===== config.mk =====
export PLATFORM = sky130hd
export DESIGN_NAME = hamming_rx_corrector_flat
export DESIGN_NICKNAME = d
export VERILOG_FILES = /design/src/rtl/hamming_pkg.sv /design/src/rtl/hamming_rx_corrector_if.sv /design/src/rtl/hamming_correct.sv /design/src/rtl/hamming_rx_corrector.sv /design/src/flat_wrapper.sv
export SDC_FILE = /design/constraint.sdc
export NUM_CORES = 1
export LEC_CHECK = 0
export ABC_AREA = 0
export CORE_MARGIN = 1.5
export CORE_UTILIZATION = 40
export DETAILED_ROUTE_END_ITERATION = 7
export MAX_ROUTING_LAYER = met4
export PLACE_DENSITY = 0.62
export SLEW_MARGIN = 25
export SYNTH_ARGS = -nofsm -noshare
export SYNTH_HDL_FRONTEND = slang
export SYNTH_SLANG_ARGS = --single-unit

===== constraint.sdc =====
create_clock -name clk -period 2.5 [get_ports clk]
set_clock_uncertainty 0.05 [all_clocks]
set_input_delay 0.5 -clock clk [delete_from_list [all_inputs] [get_ports clk]]
set_output_delay 0.5 -clock clk [all_outputs]
set_load 0.1 [all_outputs]

===== src/rtl/hamming_pkg.sv =====
// Shared definitions for the Hamming(16,11)+overall-parity SEC-DED link.
package hamming_pkg;

    localparam int unsigned HAM_N     = 16;
    localparam int unsigned HAM_K     = 11;
    localparam int unsigned HAM_SYN_W = 4;

    // Codeword index of each data bit; powers of two and index 0 carry parity.
    localparam logic [HAM_SYN_W-1:0] DATA_POS [HAM_K] = '{
        4'd3, 4'd5, 4'd6, 4'd7, 4'd9, 4'd10, 4'd11, 4'd12, 4'd13, 4'd14, 4'd15
    };

    typedef enum logic [1:0] {
        StatusClean,
        StatusCorrected,
        StatusDouble
    } ham_status_e;

    typedef struct packed {
        logic [HAM_N-1:0]     word;
        logic [HAM_SYN_W-1:0] syn;
        logic                 par;
    } ham_snap_t;

endpackage


===== src/rtl/hamming_rx_corrector_if.sv =====
// Serial codeword input and corrected-data/status output bundle of the receive corrector.
interface hamming_rx_corrector_if
    import hamming_pkg::*;
#(
    parameter int unsigned CNT_W = 8
);
    logic                 din;
    logic                 din_valid;
    logic                 din_sof;
    logic [HAM_K-1:0]     data_out;
    logic                 data_valid;
    logic                 err_corrected;
    logic                 err_double;
    logic [HAM_SYN_W-1:0] err_pos;
    logic                 frame_err;
    logic                 busy;
    logic [CNT_W-1:0]     cnt_words;
    logic [CNT_W-1:0]     cnt_corr;
    logic [CNT_W-1:0]     cnt_dbl;

    modport master (
        output din, din_valid, din_sof,
        input  data_out, data_valid, err_corrected, err_double, err_pos,
        input  frame_err, busy, cnt_words, cnt_corr, cnt_dbl
    );

    modport slave (
        input  din, din_valid, din_sof,
        output data_out, data_valid, err_corrected, err_double, err_pos,
        output frame_err, busy, cnt_words, cnt_corr, cnt_dbl
    );
endinterface


===== src/rtl/hamming_correct.sv =====
// Combinational SEC-DED decision: corrects a single flipped bit, flags double errors.
module hamming_correct
    import hamming_pkg::*;
(
    input  ham_snap_t             snap_i,
    output logic [HAM_K-1:0]      data_o,
    output ham_status_e           status_o,
    output logic [HAM_SYN_W-1:0]  err_pos_o
);
    logic [HAM_N-1:0] fixed;

    always_comb begin
        fixed     = snap_i.word;
        status_o  = StatusClean;
        err_pos_o = '0;
        // Odd overall parity means one flip; syndrome 0 points at the parity bit itself.
        if (snap_i.par) begin
            fixed[snap_i.syn] = ~snap_i.word[snap_i.syn];
            status_o          = StatusCorrected;
            err_pos_o         = snap_i.syn;
        end else if (snap_i.syn != '0) begin
            status_o = StatusDouble;
        end
        for (int i = 0; i < HAM_K; i++) begin
            data_o[i] = fixed[DATA_POS[i]];
        end
    end
endmodule


===== src/rtl/hamming_rx_corrector.sv =====
// Serial SEC-DED receiver: accumulates syndrome/parity per bit, corrects on the following cycle.
module hamming_rx_corrector
    import hamming_pkg::*;
#(
    parameter int unsigned CNT_W = 8
) (
    input logic                   clk,
    input logic                   rst,
    hamming_rx_corrector_if.slave bus
);
    typedef enum logic [0:0] {StIdle, StCollect} state_e;

    state_e               state_q;
    logic [HAM_SYN_W-1:0] bitcnt_q;
    logic [HAM_N-1:0]     word_q, word_nxt;
    logic [HAM_SYN_W-1:0] syn_q, syn_nxt;
    logic                 par_q, par_nxt;
    ham_snap_t            snap_q;
    logic                 dv_q, fe_q;
    logic [CNT_W-1:0]     cnt_words_q, cnt_corr_q, cnt_dbl_q;

    logic [HAM_K-1:0]     data;
    ham_status_e          status;
    logic [HAM_SYN_W-1:0] err_pos;

    always_comb begin
        word_nxt           = word_q;
        word_nxt[bitcnt_q] = bus.din;
        syn_nxt            = syn_q ^ (bus.din ? bitcnt_q : '0);
        par_nxt            = par_q ^ bus.din;
    end

    always_ff @(posedge clk) begin
        if (rst) begin
            state_q  <= StIdle;
            bitcnt_q <= '0;
            word_q   <= '0;
            syn_q    <= '0;
            par_q    <= 1'b0;
            snap_q   <= '0;
            dv_q     <= 1'b0;
            fe_q     <= 1'b0;
        end else begin
            dv_q <= 1'b0;
            fe_q <= 1'b0;
            if (bus.din_valid) begin
                if (bus.din_sof) begin
                    // A start bit mid-word abandons the partial word and reloads accumulators.
                    fe_q     <= (state_q == StCollect);
                    state_q  <= StCollect;
                    bitcnt_q <= 4'd1;
                    word_q   <= {{(HAM_N-1){1'b0}}, bus.din};
                    syn_q    <= '0;
                    par_q    <= bus.din;
                end else if (state_q == StCollect) begin
                    word_q   <= word_nxt;
                    syn_q    <= syn_nxt;
                    par_q    <= par_nxt;
                    bitcnt_q <= bitcnt_q + 4'd1;
                    if (bitcnt_q == 4'd15) begin
                        snap_q  <= {word_nxt, syn_nxt, par_nxt};
                        dv_q    <= 1'b1;
                        state_q <= StIdle;
                    end
                end
            end
        end
    end

    hamming_correct u_correct (
        .snap_i    (snap_q),
        .data_o    (data),
        .status_o  (status),
        .err_pos_o (err_pos)
    );

    always_ff @(posedge clk) begin
        if (rst) begin
            cnt_words_q <= '0;
            cnt_corr_q  <= '0;
            cnt_dbl_q   <= '0;
        end else if (dv_q) begin
            cnt_words_q <= cnt_words_q + {{(CNT_W-1){1'b0}}, ~&cnt_words_q};
            if (status == StatusCorrected) begin
                cnt_corr_q <= cnt_corr_q + {{(CNT_W-1){1'b0}}, ~&cnt_corr_q};
            end
            if (status == StatusDouble) begin
                cnt_dbl_q <= cnt_dbl_q + {{(CNT_W-1){1'b0}}, ~&cnt_dbl_q};
            end
        end
    end

    assign bus.data_out      = data;
    assign bus.data_valid    = dv_q;
    assign bus.err_corrected = (status == StatusCorrected);
    assign bus.err_double    = (status == StatusDouble);
    assign bus.err_pos       = err_pos;
    assign bus.frame_err     = fe_q;
    assign bus.busy          = (state_q == StCollect);
    assign bus.cnt_words     = cnt_words_q;
    assign bus.cnt_corr      = cnt_corr_q;
    assign bus.cnt_dbl       = cnt_dbl_q;
endmodule


===== src/flat_wrapper.sv =====
// flat-port wrapper written by rule: the top's interface ports become plain ports
module hamming_rx_corrector_flat import hamming_pkg::*;
#(
    parameter int unsigned CNT_W = 8
)
  (clk, rst, bus_din, bus_din_valid, bus_din_sof, bus_data_out, bus_data_valid, bus_err_corrected, bus_err_double, bus_err_pos, bus_frame_err, bus_busy, bus_cnt_words, bus_cnt_corr, bus_cnt_dbl);
  hamming_rx_corrector_if #(.CNT_W(CNT_W)) bus_i ();
  input logic clk;
  input logic rst;
  input wire logic [$bits(bus_i.din)-1:0] bus_din;
  input wire logic [$bits(bus_i.din_valid)-1:0] bus_din_valid;
  input wire logic [$bits(bus_i.din_sof)-1:0] bus_din_sof;
  output wire logic [$bits(bus_i.data_out)-1:0] bus_data_out;
  output wire logic [$bits(bus_i.data_valid)-1:0] bus_data_valid;
  output wire logic [$bits(bus_i.err_corrected)-1:0] bus_err_corrected;
  output wire logic [$bits(bus_i.err_double)-1:0] bus_err_double;
  output wire logic [$bits(bus_i.err_pos)-1:0] bus_err_pos;
  output wire logic [$bits(bus_i.frame_err)-1:0] bus_frame_err;
  output wire logic [$bits(bus_i.busy)-1:0] bus_busy;
  output wire logic [$bits(bus_i.cnt_words)-1:0] bus_cnt_words;
  output wire logic [$bits(bus_i.cnt_corr)-1:0] bus_cnt_corr;
  output wire logic [$bits(bus_i.cnt_dbl)-1:0] bus_cnt_dbl;
  assign bus_i.din = bus_din;
  assign bus_i.din_valid = bus_din_valid;
  assign bus_i.din_sof = bus_din_sof;
  assign bus_data_out = bus_i.data_out;
  assign bus_data_valid = bus_i.data_valid;
  assign bus_err_corrected = bus_i.err_corrected;
  assign bus_err_double = bus_i.err_double;
  assign bus_err_pos = bus_i.err_pos;
  assign bus_frame_err = bus_i.frame_err;
  assign bus_busy = bus_i.busy;
  assign bus_cnt_words = bus_i.cnt_words;
  assign bus_cnt_corr = bus_i.cnt_corr;
  assign bus_cnt_dbl = bus_i.cnt_dbl;
  hamming_rx_corrector #(.CNT_W(CNT_W)) u_core (.clk(clk), .rst(rst), .bus(bus_i));
endmodule

---- Yosys cells after proc, flatten, opt, wreduce, memory -nomap -nowiden ----
Cells that the tools add are included.
cells by class
  add/subtract/negate cells ............... 4
  $lt $le $gt $ge ......................... 4
  equal/unequal tests ..................... 3
  mux-type cells .......................... 25
  bitwise gates (word level) .............. 6
  reduce and logical (&&, ||, !) cells .... 16
operators by type and width
  cell                   count
  $mux W16               3
  $bwmux W16             2
  $add A8 B1 Y8          3
  $mux W4                6
  $reduce_and A8 Y1      3
  $lt A4 B5 Y1 const B   2
  $mux W1                9
  $demux W1 S4           2
  $ge A4 B1 Y1 const B   2
  $reduce_and A2 Y1      3
  $add A4 B1 Y4 const B  1
  $bmux W1 S4            1
  $eq A4 B4 Y1 const B   1
  $mux W2                2
  $not A1 Y1             4
  $reduce_and A4 Y1      1
  $reduce_bool A4 Y1     1
  $reduce_or A4 Y1       1
  $xor A4 B4 Y4          1
  $logic_not A1 Y1       3
  $reduce_or A3 Y1       1
  $eq A2 B1 Y1 const B   1
  $eq A2 B2 Y1 const B   1
  $logic_and A1 B1 Y1    2
  2 further kinds        2
storage, ports and cells
  flip-flop bits (word level) ............. 73
  output and inout port bits .............. 44
  logic and storage cells ................. 71

---- Longest topological paths before layout ----
  depth after elaboration ................. 7
  depth in mapped cells ................... 8
  mapped depth without buffers ............ 8

---- Cells and area by module ----
From an unflattened synthesis, not the netlist that was laid out.
second synthesis, totals
  cells, all modules ...................... 460
  area, all modules ....................... 3981.3 µm²
modules (own cells, without submodules)
  module                instances  cells each  area each (µm²)  sequential area each (µm²)
  hamming_rx_corrector  1          408         3547.2           1441.4
  hamming_correct       1          52          434.2            0.0

---- Least setup slack after synthesis ----
No wires, ideal clock.
  path type ............................... flip-flop to output port
  start point ............................. reg u_core.snap_q[2] (netlist name)
  end point ............................... out bus_data_out[1]
  arrival time ............................ 4.049 ns
  data required time ...................... 1.950 ns
  path slack .............................. -2.099 ns
  cell stages (with the launch flop) ...... 5
  cells stage by stage .................... dfxtp_1 buf_2 buf_2 mux4_2 o41ai_1
between the ends
  cells in the longest elaborated chain, start to end .. 6
  elaborated cells on any way between the ends .. 10
ends and longest elaborated chain
  item                                                                line                        text
  start: declaration                                                  hamming_rx_corrector.sv:18  ham_snap_t snap_q;
  start signal: assignment                                            hamming_rx_corrector.sv:61  snap_q <= {word_nxt, syn_nxt, par_nxt};
  $lt A4 B5 Y1 (not written as such) or $ge A4 B1 Y1 (tied branches)  hamming_correct.sv:18       fixed[snap_i.syn] = ~snap_i.word[snap_i.syn];
  $logic_and A1 B1 Y1 (not written as such)                           hamming_correct.sv:18
  $mux W1 (not written as such)                                       hamming_correct.sv:18
  $demux W1 S4                                                        hamming_correct.sv:18
  $bwmux W16 (*)                                                      hamming_correct.sv:18
  $mux W16 (*)                                                        hamming_correct.sv:17       if (snap_i.par) begin
  end: declaration                                                    flat_wrapper.sv:13          output wire logic [$bits(bus_i.data_out)-1:0] bus_data_out;
Mark *: on every way between the ends. The rest lies on a longest branch, timed or not. The select of a mux whose other input is x is not followed.

---- Final worst setup path ----
  start point ............................. reg u_core.snap_q[1] (netlist name)
  end point ............................... out bus_data_out[4]
Same word-level chain as after synthesis.

==> metrics.yaml <==
synth:
  syn_inst: 426
  yosysWarningCount: 0
  synthFlopType: "dfxtp_1"
  synthXorXnorAreaFrac: 0.0147
  async_reset_ff_frac: 0
  syn_nets: 441
  synth_top_area_frac: 0.371
  yosysTopAreaCell: "dfxtp_1"
  netlist_area_mm2: 0.00356
  yosys.area_share.simple: 0.264
  ys_seq_elements: 66
  syn_avg_cell_area_um2: 8.36
  ys_top_cells_by_area: "dfxtp_1 (37%), a21oi_1 (6.7%), nand4_1 (3.9%), nand3_1 (3.8%), ha_1 (3.5%)"
  synthAdderAreaFrac: 0.0351
  yosys-top-cells-count: "dfxtp_1 (66), a21oi_1 (48), nand3_1 (27), nand2_1 (22), nand4_1 (22)"
  synth-edff-count: 0
  synth-compound-area-share: 0.192
  synth_seq_area_share: 0.371
  synthMuxAreaShare: 0.0558
  yosysMostFrequentCell: "dfxtp_1"
  synth_top_family_by_area: "simple AND/OR/NAND/NOR gates"
  ys_types: 53
floorplan:
  io_pins: 49
  die_h_um: 97.4
  rows: 34
  die_w_um: 97.4
  fp.dieArea_mm2: 0.00948
  initial_utilization: 0.411
  coreArea_mm2: 0.00868
clock_tree:
  clockBufferDepth: 2
  holdBufCountCts: 0
  root_buffer: "clkbuf_8"
  h-tree-depth: 3
  cts_sinks: 66
  worstSkewPairLatency_ns: 0.34
  cts_tree: "built"
  numCtsBuffers: 9
  clkTransAtPathRegs_ns: 0.08
power:
  power.leakage_nw: 1.53
  p_total_mw: 2.07
  ir_worst_vdd_v: 0.000229
  power_density_mw_per_mm2: 456
timing:
  setup_tns_ns: 0
  hold_viol: 0
  maxSlewViolCount: 0
  min_period_ns: 2.44
  rsz0062_at_grt: "no"
  worstMarginPinSlew_ns: 0.654
  fin_crit_sh: 0.977
  relSlewSlack: 0.564
  worst_slack_ns: 0.0568
  fmaxAchievable_mhz: 409
  setup_viol: 0
global_route:
  antenna_found_initial: 0
  grtUsageTotal: 0.198
  grt_pass1_wl_um: 14900
  grt_overflow: 0
  grt_pass1_vias: 3049
  grt_max_degree: 36
layout:
  final_cells: 574
  fin_area_mm2: 0.00454
  drive_above_1_share: 0.260
  nets: 476
  areaGrowthSynthToFinish_pct: 27.3
  diodes: 0
placement:
  dpl.hpwl_um: 6120
  dpl.cell_count: 556
  globalplace.congestion: 0.788
  dp_slack_ns: 0.297
  post_dp_cell_area_mm2: 0.00428
  io_buffer_count: 48
critical_path:
  crit_arrival_ns: 1.89
  startpoint_type: "flop"
  path_class: "flop to output pin"
  required_ns: 1.95
  end_kind: "output pin"
  cp_max_fo: 6
route:
  drt-initial-drc-count: 172
  routed_wl_um: 8830
  num_vias: 3257
  drtPass1Iterations: 4
  drc: 0
  avgViaCountPerCell: 5.67
  wire_per_inst_um: 15.4
  antenna_left: 0
flow_run:
  drv_cap: 0
hold_path:
  hold_class: "flop to flop"
status:
  outcome: "finished clean"
-- critical path, cell delays in order (launching register included) --
cell and delay [ns]:
dfxtp_4 0.39, mux4_2 0.57, o41ai_4 0.37, buf_12 0.22
-- power breakdown --
group	internal (mW)	total (mW)	switching [mW]	leakage, nW
sequential	1.05	1.06	0.00786	0.540
clock	0.487	0.914	0.427	0.0945
combinational	0.0286	0.0928	0.0642	0.899
total	1.57	2.07	0.499	1.53
-- through the flow --
stage | hold WS, ns | util
3_3_place_gp | 0.399 | 0.494
6_report | 0.411 | 0.523
3_5_place_dp | 0.404 | 0.494
5_1_grt | 0.442 | 0.523
2_1_floorplan | 0.391 | -
4_1_cts | 0.414 | 0.519
-- cell type report --
| type | instances | area, µm² |
|---|---|---|
| fillers | 829 | 4140 |
| flip-flops and latches | 66 | 1340 |
| multi-input cells | 307 | 2090 |
| well taps | 108 | 135 |
| repair buffers | 68 | 728 |
| clock inverters | 6 | 66.3 |
| inverters | 9 | 33.8 |
| clock buffers | 10 | 138 |
-- metal layers --
metal	vias to the layer above	part of all wire	GRT usage
li1	1646	-	-
met1	1544	0.48	0.258
met2	59	0.47	0.308
met3	8	0.038	0.0302
met4	0	0.012	0.0780
met5	-	0	-
-- timing repair --
action | CTS | global route
resized for setup | 4 | 7
setup endpoints to repair | 9 | 6
pin swaps | 0 | 0
setup buffers | 0 | 2
-- flip-flops by register name, summed over array words and instances (netlist names) --
register and flops:
u_core.bus.cnt_corr 8, u_core.par_q 1, u_core.bus.cnt_dbl 8, u_core.snap_q 18, u_core.bus.cnt_words 8, u_core.bus.frame_err 1, u_core.word_q 12, u_core.bitcnt_q 4
u_core.syn_q 4, u_core.bus.busy 1, u_core.bus.data_valid 1
-- layout by cell type (no fill, tap or decap), types with 7 or more instances in the layout --
cell type,netlist,layout
nand3b_1,12,12
clkbuf_8,0,10
buf_12,0,17
buf_4,1,47
ha_1,10,10
o21ai_1,9,9
inv_1,9,9
dfxtp_1,66,52
or3_1,7,7
or4_1,7,7
nand3_1,27,26
o21ai_0,20,20
nand4_1,22,22
dfxtp_2,0,12
nand2_1,22,21
a21oi_1,48,48
nor2_1,17,17
-- final timing paths --
check | cells past startpoint | to | slack [ns] | startpoint
max | 3 | bus_data_out[4] | 0.06 | u_core.snap_q[1]
min | 2 | u_core.syn_q[1] | 0.41 | u_core.syn_q[1]
max reg2reg | 7 | u_core.bus.cnt_corr[4] | 0.45 | u_core.bus.cnt_corr[3]
min reg2reg | 2 | u_core.syn_q[1] | 0.41 | u_core.syn_q[1]
-- kinds of logic (layout without fill, tap and decap cells) --
| kind of cell | count (synthesis) | after routing |
|---|---|---|
| muxes | 16 | 16 |
| DFF | 66 | 66 |
| xor gates and xnor gates | 6 | 6 |
| adders and majority gates | 10 | 10 |
| AOI/OAI and AO/OA | 116 | 116 |
| buffers and inverters | 53 | 93 |
| and+or+nand+nor | 159 | 159 |
Note: power is estimated with default switching activity, not from simulation.
